--- src/rtl/uart_pkg.sv ---
// uart_pkg: parity_mode encodings and receiver FSM state type shared by the UART receiver files.
package uart_pkg;
   localparam logic [1:0] PM_NONE = 2'b00;
   localparam logic [1:0] PM_EVEN = 2'b01;
   localparam logic [1:0] PM_ODD  = 2'b10;
   typedef enum logic [2:0] {IDLE, START, DATA, PARITY, STOP} rx_state_t;
endpackage

--- src/rtl/uart_rx_ext_fifo.sv ---
// uart_rx_ext_fifo: first-word-fall-through FIFO; a push while full is dropped unless a pop frees the slot.
module uart_rx_ext_fifo #(
   parameter int W     = 10,
   parameter int DEPTH = 16
) (
   input  logic         clk,
   input  logic         reset_n,
   input  logic         i_wr,
   input  logic [W-1:0] i_wdata,
   input  logic         i_rd,
   output logic [W-1:0] o_rdata,
   output logic         o_empty,
   output logic         o_full,
   output logic         o_drop
);
   localparam int AW = $clog2(DEPTH);
   logic [W-1:0]  r_mem [DEPTH];
   logic [AW-1:0] r_wp, r_rp;
   logic [AW:0]   r_cnt;
   logic          w_wr, w_rd;
   assign o_empty = r_cnt == '0;
   assign o_full  = r_cnt == (AW+1)'(DEPTH);
   assign w_rd    = i_rd & ~o_empty;
   assign w_wr    = i_wr & (~o_full | w_rd);
   assign o_drop  = i_wr & ~w_wr;
   assign o_rdata = o_empty ? '0 : r_mem[r_rp];
   always_ff @(posedge clk)
      if (w_wr) r_mem[r_wp] <= i_wdata;
   always_ff @(posedge clk or negedge reset_n)
      if (!reset_n) begin
         r_wp  <= '0;
         r_rp  <= '0;
         r_cnt <= '0;
      end else begin
         r_wp  <= r_wp + AW'(w_wr);
         r_rp  <= r_rp + AW'(w_rd);
         r_cnt <= r_cnt + (AW+1)'(w_wr) - (AW+1)'(w_rd);
      end
endmodule

--- src/rtl/uart_rx_ext.sv ---
// uart_rx_ext: 16x oversampling UART receiver with runtime divisor, optional parity and a status-tagged receive FIFO.
module uart_rx_ext import uart_pkg::*; #(
   parameter int DBIT       = 8,
   parameter int SB_TICK    = 16,
   parameter int DIV_BITS   = 11,
   parameter int FIFO_DEPTH = 16
) (
   input  logic                clk,
   input  logic                reset_n,
   input  logic                rx,
   input  logic [DIV_BITS-1:0] divisor,
   input  logic [1:0]          parity_mode,
   input  logic                rd_en,
   input  logic                clr_err,
   output logic [DBIT-1:0]     rx_data,
   output logic                rx_perr,
   output logic                rx_ferr,
   output logic                rx_empty,
   output logic                rx_full,
   output logic                overrun
);
   localparam int SW = (SB_TICK > 16) ? $clog2(SB_TICK) : 4;
   localparam int NW = $clog2(DBIT);
   logic [1:0]          r_sync;
   logic [DIV_BITS-1:0] r_tcnt, r_div;
   rx_state_t           r_state;
   logic [SW-1:0]       r_s;
   logic [NW-1:0]       r_n;
   logic [DBIT-1:0]     r_b;
   logic [1:0]          r_pm;
   logic                r_perr, r_ferr, r_push, r_ovr;
   logic                w_rx, w_tick, w_pen, w_drop;
   logic [DBIT+1:0]     w_rdata;
   assign w_rx   = r_sync[1];
   assign w_tick = r_tcnt == r_div;
   assign w_pen  = (r_pm == PM_EVEN) || (r_pm == PM_ODD);
   always_ff @(posedge clk or negedge reset_n)
      if (!reset_n) begin
         r_sync <= 2'b11;
         r_tcnt <= '0;
         r_div  <= '0;
         r_ovr  <= 1'b0;
      end else begin
         r_sync <= {r_sync[0], rx};
         r_tcnt <= w_tick ? '0 : r_tcnt + DIV_BITS'(1);
         r_div  <= w_tick ? divisor : r_div;
         r_ovr  <= w_drop | (r_ovr & ~clr_err);
      end
   // s counts ticks within a bit; START samples at mid-bit (s==7), the rest at s==15
   always_ff @(posedge clk or negedge reset_n)
      if (!reset_n) begin
         r_state <= IDLE;
         r_s     <= '0;
         r_n     <= '0;
         r_b     <= '0;
         r_pm    <= PM_NONE;
         r_perr  <= 1'b0;
         r_ferr  <= 1'b0;
         r_push  <= 1'b0;
      end else begin
         r_push <= 1'b0;
         case (r_state)
            IDLE:
               if (!w_rx) begin
                  r_s     <= '0;
                  r_state <= START;
               end
            START:
               if (w_tick) begin
                  if (r_s == SW'(7)) begin
                     r_state <= w_rx ? IDLE : DATA;
                     r_s     <= '0;
                     r_n     <= '0;
                     r_pm    <= parity_mode;
                     r_perr  <= 1'b0;
                  end else r_s <= r_s + SW'(1);
               end
            DATA:
               if (w_tick) begin
                  if (r_s == SW'(15)) begin
                     r_b <= {w_rx, r_b[DBIT-1:1]};
                     r_s <= '0;
                     r_n <= r_n + NW'(1);
                     if (r_n == NW'(DBIT-1)) r_state <= w_pen ? PARITY : STOP;
                  end else r_s <= r_s + SW'(1);
               end
            PARITY:
               if (w_tick) begin
                  if (r_s == SW'(15)) begin
                     r_perr  <= (^r_b) ^ w_rx ^ (r_pm == PM_ODD);
                     r_s     <= '0;
                     r_state <= STOP;
                  end else r_s <= r_s + SW'(1);
               end
            STOP:
               if (w_tick) begin
                  if (r_s == SW'(SB_TICK-1)) begin
                     r_ferr  <= ~w_rx;
                     r_push  <= 1'b1;
                     r_state <= IDLE;
                  end else r_s <= r_s + SW'(1);
               end
            default: r_state <= IDLE;
         endcase
      end
   uart_rx_ext_fifo #(.W(DBIT+2), .DEPTH(FIFO_DEPTH)) u_fifo (
      .clk     (clk),
      .reset_n (reset_n),
      .i_wr    (r_push),
      .i_wdata ({r_ferr, r_perr, r_b}),
      .i_rd    (rd_en),
      .o_rdata (w_rdata),
      .o_empty (rx_empty),
      .o_full  (rx_full),
      .o_drop  (w_drop)
   );
   assign {rx_ferr, rx_perr, rx_data} = w_rdata;
   assign overrun = r_ovr;
endmodule

--- config.mk ---
export PLATFORM = sky130hd
export DESIGN_NAME = uart_rx_ext
export DESIGN_NICKNAME = d
export VERILOG_FILES = /design/src/rtl/uart_pkg.sv /design/src/rtl/uart_rx_ext_fifo.sv /design/src/rtl/uart_rx_ext.sv
export SDC_FILE = /design/constraint.sdc
export NUM_CORES = 1
export LEC_CHECK = 0
export ABC_CLOCK_PERIOD_IN_PS = 3200
export CORE_ASPECT_RATIO = 2
export CORE_UTILIZATION = 61
export DETAILED_ROUTE_END_ITERATION = 10
export PLACE_DENSITY = 0.79
export SLEW_MARGIN = 20
export SYNTH_ARGS = -nofsm -noshare
export SYNTH_HDL_FRONTEND = slang
export SYNTH_HIERARCHICAL = 1
export SYNTH_SLANG_ARGS = --single-unit
--- constraint.sdc ---
create_clock -name clk -period 3.2 [get_ports clk]
set_clock_uncertainty 0.05 [all_clocks]
set_input_delay 0.32 -clock clk [delete_from_list [all_inputs] [get_ports clk]]
set_output_delay 0.32 -clock clk [all_outputs]
set_load 0.02 [all_outputs]
==> flow_results.org <==
** Status
- The flow ran to the end, and the final reports show no timing, DRC or antenna violations.

** Global routing
- Overall global routing resource usage :: around 25%
- Met3 track demand over resource in global routing :: around 2.5%
- For this run the aggregate overflow at the end of global routing stands at 0.
- The via count of the first global-routing pass was roughly 5400.
- Met2 Usage GRT :: a little under half
- Fraction of met1 tracks used by global routing :: approximately a quarter
- Number of antenna violations at the first check in global routing :: 0
- Maximum number of pins on one net before global-route repair :: just under 50
- Global-route wire length before repair :: about 28000 um
- Most used routing layer in global routing :: met2

** Hold path
- Hold crit path type :: in -> reg
- The path with the worst hold slack has its endpoint at r_sync[0].
- Hold Crit Start :: rx
- Worst Hold Depth :: 1

** Floorplan
- The die covers roughly 0.016 sq mm.
- From bottom edge to top edge, the die measures about 180 um.
- 31 I/O pins were placed.
- Floorplan die width :: roughly 89 um
- For this configuration, the core starts out at a cell density of roughly 63%.
- In this run the core area contains 63 standard-cell rows.
- Core region area :: roughly 0.015 sq mm

** STA
- Period Utilization, post-route :: between 90% and 100%
- Final Max Tran Viols :: 0
- Setup violations remaining at the end of the flow were counted as 0.
- Fmax achieved :: about 320 MHz
- For the pin with the worst max-slew slack, the measured transition is a little under 0.7 ns.
- The number of hold violations in the final report is 0.
- Min Clock Period, post-route :: around 3.1 ns
- Relative slew slack :: 53.5%
- Hold is met by 0.190 ns.

** Cells and area
- Of the cells placed in the final design, the portion with a size suffix greater than 1 is about 18%.
- Counting the fill cells in the layout gives 966.
- In the final design database the tool counted between 600 and 700 nets.
- Antenna fix cells :: 0
- Share of the core filled with cells in the final layout :: a little under three quarters
- Area growth from synthesis to layout :: 14.2%

** Critical path
- CP cell instances :: inv_1 -> ha_1 -> nor4b_4 -> buf_4 -> nor3b_4 -> buf_12 -> a22oi_1 -> o21ai_1 -> clkdlybuf4s50_1
- In this run the critical register-to-register path is captured at u_fifo/r_cnt[4].
- STA puts the critical path data arrival time at 2.71 ns.
- The critical path runs through a total of 9 cells.
- The slowest stage of the critical path is the sky130_fd_sc_hd__clkdlybuf4s50_1 cell.
- For flop-to-flop paths, the worst setup slack is approximately 0.52 ns.
- Endpoint required time on the critical path :: approximately 2.8 ns
- Critical setup path kind :: reg -> out
- Kind of capture point of the worst setup path :: output pin
- In this design, the stage delay of the slowest critical-path cell is 0.63 ns.
- For the worst flop-to-flop path, the logic depth is 15.
- Family with the most delay on the worst path :: buffers and inverters
- Worst-path fanout max :: 10
- Critical R2R Launch :: u_fifo/r_cnt[2]
- The number of buffers and inverters on the critical path is 4.
- Critical Path Source Type :: flop

** Placed design
- In this run the tool buffered the top-level ports with 30 buffer cells.
- Routability cong. :: just over 0.8
- Detail Placement HPWL :: 12000 um

** Clocking
- Sinks on Clock Net :: 221
- Clock-pin slew on the worst setup and hold paths :: 0.06 ns
- No sink is reached through more buffers than the 3 on the longest clock path.
- Maximum level of the CTS H-tree :: 1
- Library cell used as clock root buffer :: sky130_fd_sc_hd__clkbuf_16
- Clock tree from TritonCTS :: done
- The later pin in the worst-skew pair is clocked with a latency of between 0.4 and 0.5 ns.
- TritonCTS created 19 clock buffers.

** Synthesis
- Share of synthesized area occupied by flip-flops and latches :: just under 70%
- Post-synth net total :: 591
- Unique masters post-synth :: 56
- Most frequent cells after synthesis :: sky130_fd_sc_hd__edfxtp_1, sky130_fd_sc_hd__dfrtp_1, sky130_fd_sc_hd__nand2_1
- Averaged over all synthesized cells, the footprint is around 17 sq um.
- Portion of synthesized cell area occupied by the leading cell type :: 51.8%
- Largest area contributor in the netlist :: sky130_fd_sc_hd__edfxtp_1
- After synthesis the cells add up to 0.00927 sq mm.
- Most used flip-flop cell after synthesis :: sky130_fd_sc_hd__edfxtp_1
- After synthesis the netlist holds a flip-flop and latch count of 221.
- Post-synth ARST share :: 27.6%
- Count of yosys warnings during synthesis :: 6
- In this run, synthesis inferred 160 flip-flops with an integrated enable.
- Synth top area cells :: sky130_fd_sc_hd__edfxtp_1, sky130_fd_sc_hd__dfrtp_1, sky130_fd_sc_hd__mux4_2, sky130_fd_sc_hd__mux4_1, sky130_fd_sc_hd__nand2_1
- Most frequent cell after synthesis :: sky130_fd_sc_hd__edfxtp_1
- The cell count after synthesis came out at 558.

** Routing
- Number of vias after detailed routing :: roughly 5000
- DR WL/cell :: between 20 and 25 um
- Wires add up to around 18000 um.
- Once detail routing completed, the nets flagged for antenna violations numbered 0.
- Before antenna repair, the detailed router went through 5 iterations.
- Number of vias per cell :: ~6
- Detailed router's first-iteration violation count :: 284
- In the routed design, unresolved DRC markers number 0.

** Flow run
- Max-cap violations in this run came to 0.

** Power
- Power Density :: between 600 and 700 mW/mm^2
- IR drop worst, VDD :: between 0.3 and 0.4 mV
- Leakage power of the design :: 4.28 nW
==> routing by layer <==
layer / wire [um] / vias to the layer above
met3: 470 / 45
met4: 666 / 0
met2: 10700 / 135
met5: 0 / -
met1: 6090 / 2548
li1: - / 2267
==> power breakdown <==
group | leakage [nW] | internal, mW | switching [mW]
Combinational | 1.39 | 0.495 | 0.557
Sequential | 2.61 | 3.11 | 0.0795
Clock | 0.274 | 1.18 | 0.955
Total | 4.28 | 4.79 | 1.59
==> cell type report <==
| cell class | count | area (sq um) | share of cell area (%) |
|---|---|---|---|
| multi-input combinational | 299 | 2790 | 26.3 |
| inverter | 16 | 60.1 | 0.567 |
| clock inverter | 9 | 68.8 | 0.650 |
| sequential | 221 | 6340 | 59.8 |
| timing repair buffer | 66 | 598 | 5.65 |
| tap | 195 | 244 | 2.30 |
| clock buffer | 25 | 498 | 4.70 |
==> stage by stage <==
| stage | setup TNS, ns | worst slack [ns] | total power, mW | cells | instance area, sq um |
|---|---|---|---|---|---|
| after floorplan | 0 | 0.633 | 4.02 | 558 | 9270 |
| after global placement | 0 | 0.354 | 4.20 | 790 | 9940 |
| after detailed placement | 0 | 0.287 | 4.24 | 790 | 9940 |
| after CTS | 0 | 0.0203 | 6.39 | 826 | 10500 |
| after global routing | -0.0309 | -0.0309 | 6.61 | 831 | 10600 |
| final | 0 | 0.121 | 6.38 | 831 | 10600 |
==> cell families after synthesis <==
logic type      synth area share (%)
compound gates                  3.55
buf+inv                         2.02
simple gates                    7.67
xor+xnor                        3.74
mux                             12.6
flops                           68.3
fa+ha+maj                       2.11
==> how the worst max path moves through the flow <==
stage | start | slack, ns | end
after global placement | u_fifo/r_cnt[2] | 0.35 | rx_data[7]
after floorplan | u_fifo/r_cnt[3] | 0.63 | u_fifo/r_cnt[4]
after detailed placement | u_fifo/r_cnt[2] | 0.29 | rx_data[7]
after CTS | u_fifo/r_cnt[2] | 0.02 | rx_data[6]
after global routing | u_fifo/r_cnt[2] | -0.03 | rx_perr
final | u_fifo/r_cnt[2] | 0.12 | rx_perr
==> sequential cells by signal, indices dropped and copies added, names as in the netlist, 3 cells and up <==
register / flops
u_fifo/r_rp: 4
u_fifo/r_wp: 4
r_tcnt: 11
r_n: 3
r_b: 8
r_s: 4
r_state: 3
r_div: 11
u_fifo/r_mem: 160
u_fifo/r_cnt: 5
==> what timing repair did <==
action	in CTS	in global routing
cloned	0	0
hold endpoints to repair	8	0
resized for setup	2	2
pin swaps	1	0
endpoints found under the setup margin	10	10
buffers inserted	1	5
hold buffers	1	0
==> cell usage in the layout (no fill, tap or decap), types with 5 or more instances in the layout <==
cell type / n
sky130_fd_sc_hd__nor2_1: 21
sky130_fd_sc_hd__nor3_1: 15
sky130_fd_sc_hd__edfxtp_1: 160
sky130_fd_sc_hd__clkbuf_1: 6
sky130_fd_sc_hd__clkbuf_16: 19
sky130_fd_sc_hd__xor2_1: 20
sky130_fd_sc_hd__dfrtp_1: 58
sky130_fd_sc_hd__mux2i_1: 11
sky130_fd_sc_hd__a22oi_1: 11
sky130_fd_sc_hd__clkdlybuf4s50_1: 28
sky130_fd_sc_hd__nand2b_1: 7
sky130_fd_sc_hd__nand2_1: 48
sky130_fd_sc_hd__mux2_2: 6
sky130_fd_sc_hd__o21ai_0: 6
sky130_fd_sc_hd__nand3_1: 11
sky130_fd_sc_hd__inv_1: 16
sky130_fd_sc_hd__o21ai_1: 12
sky130_fd_sc_hd__mux4_1: 9
sky130_fd_sc_hd__xnor2_1: 17
sky130_fd_sc_hd__buf_4: 34
sky130_fd_sc_hd__mux4_2: 31
sky130_fd_sc_hd__mux2_1: 5
sky130_fd_sc_hd__ha_1: 14
Note: power is estimated with default switching activity, not from simulation.
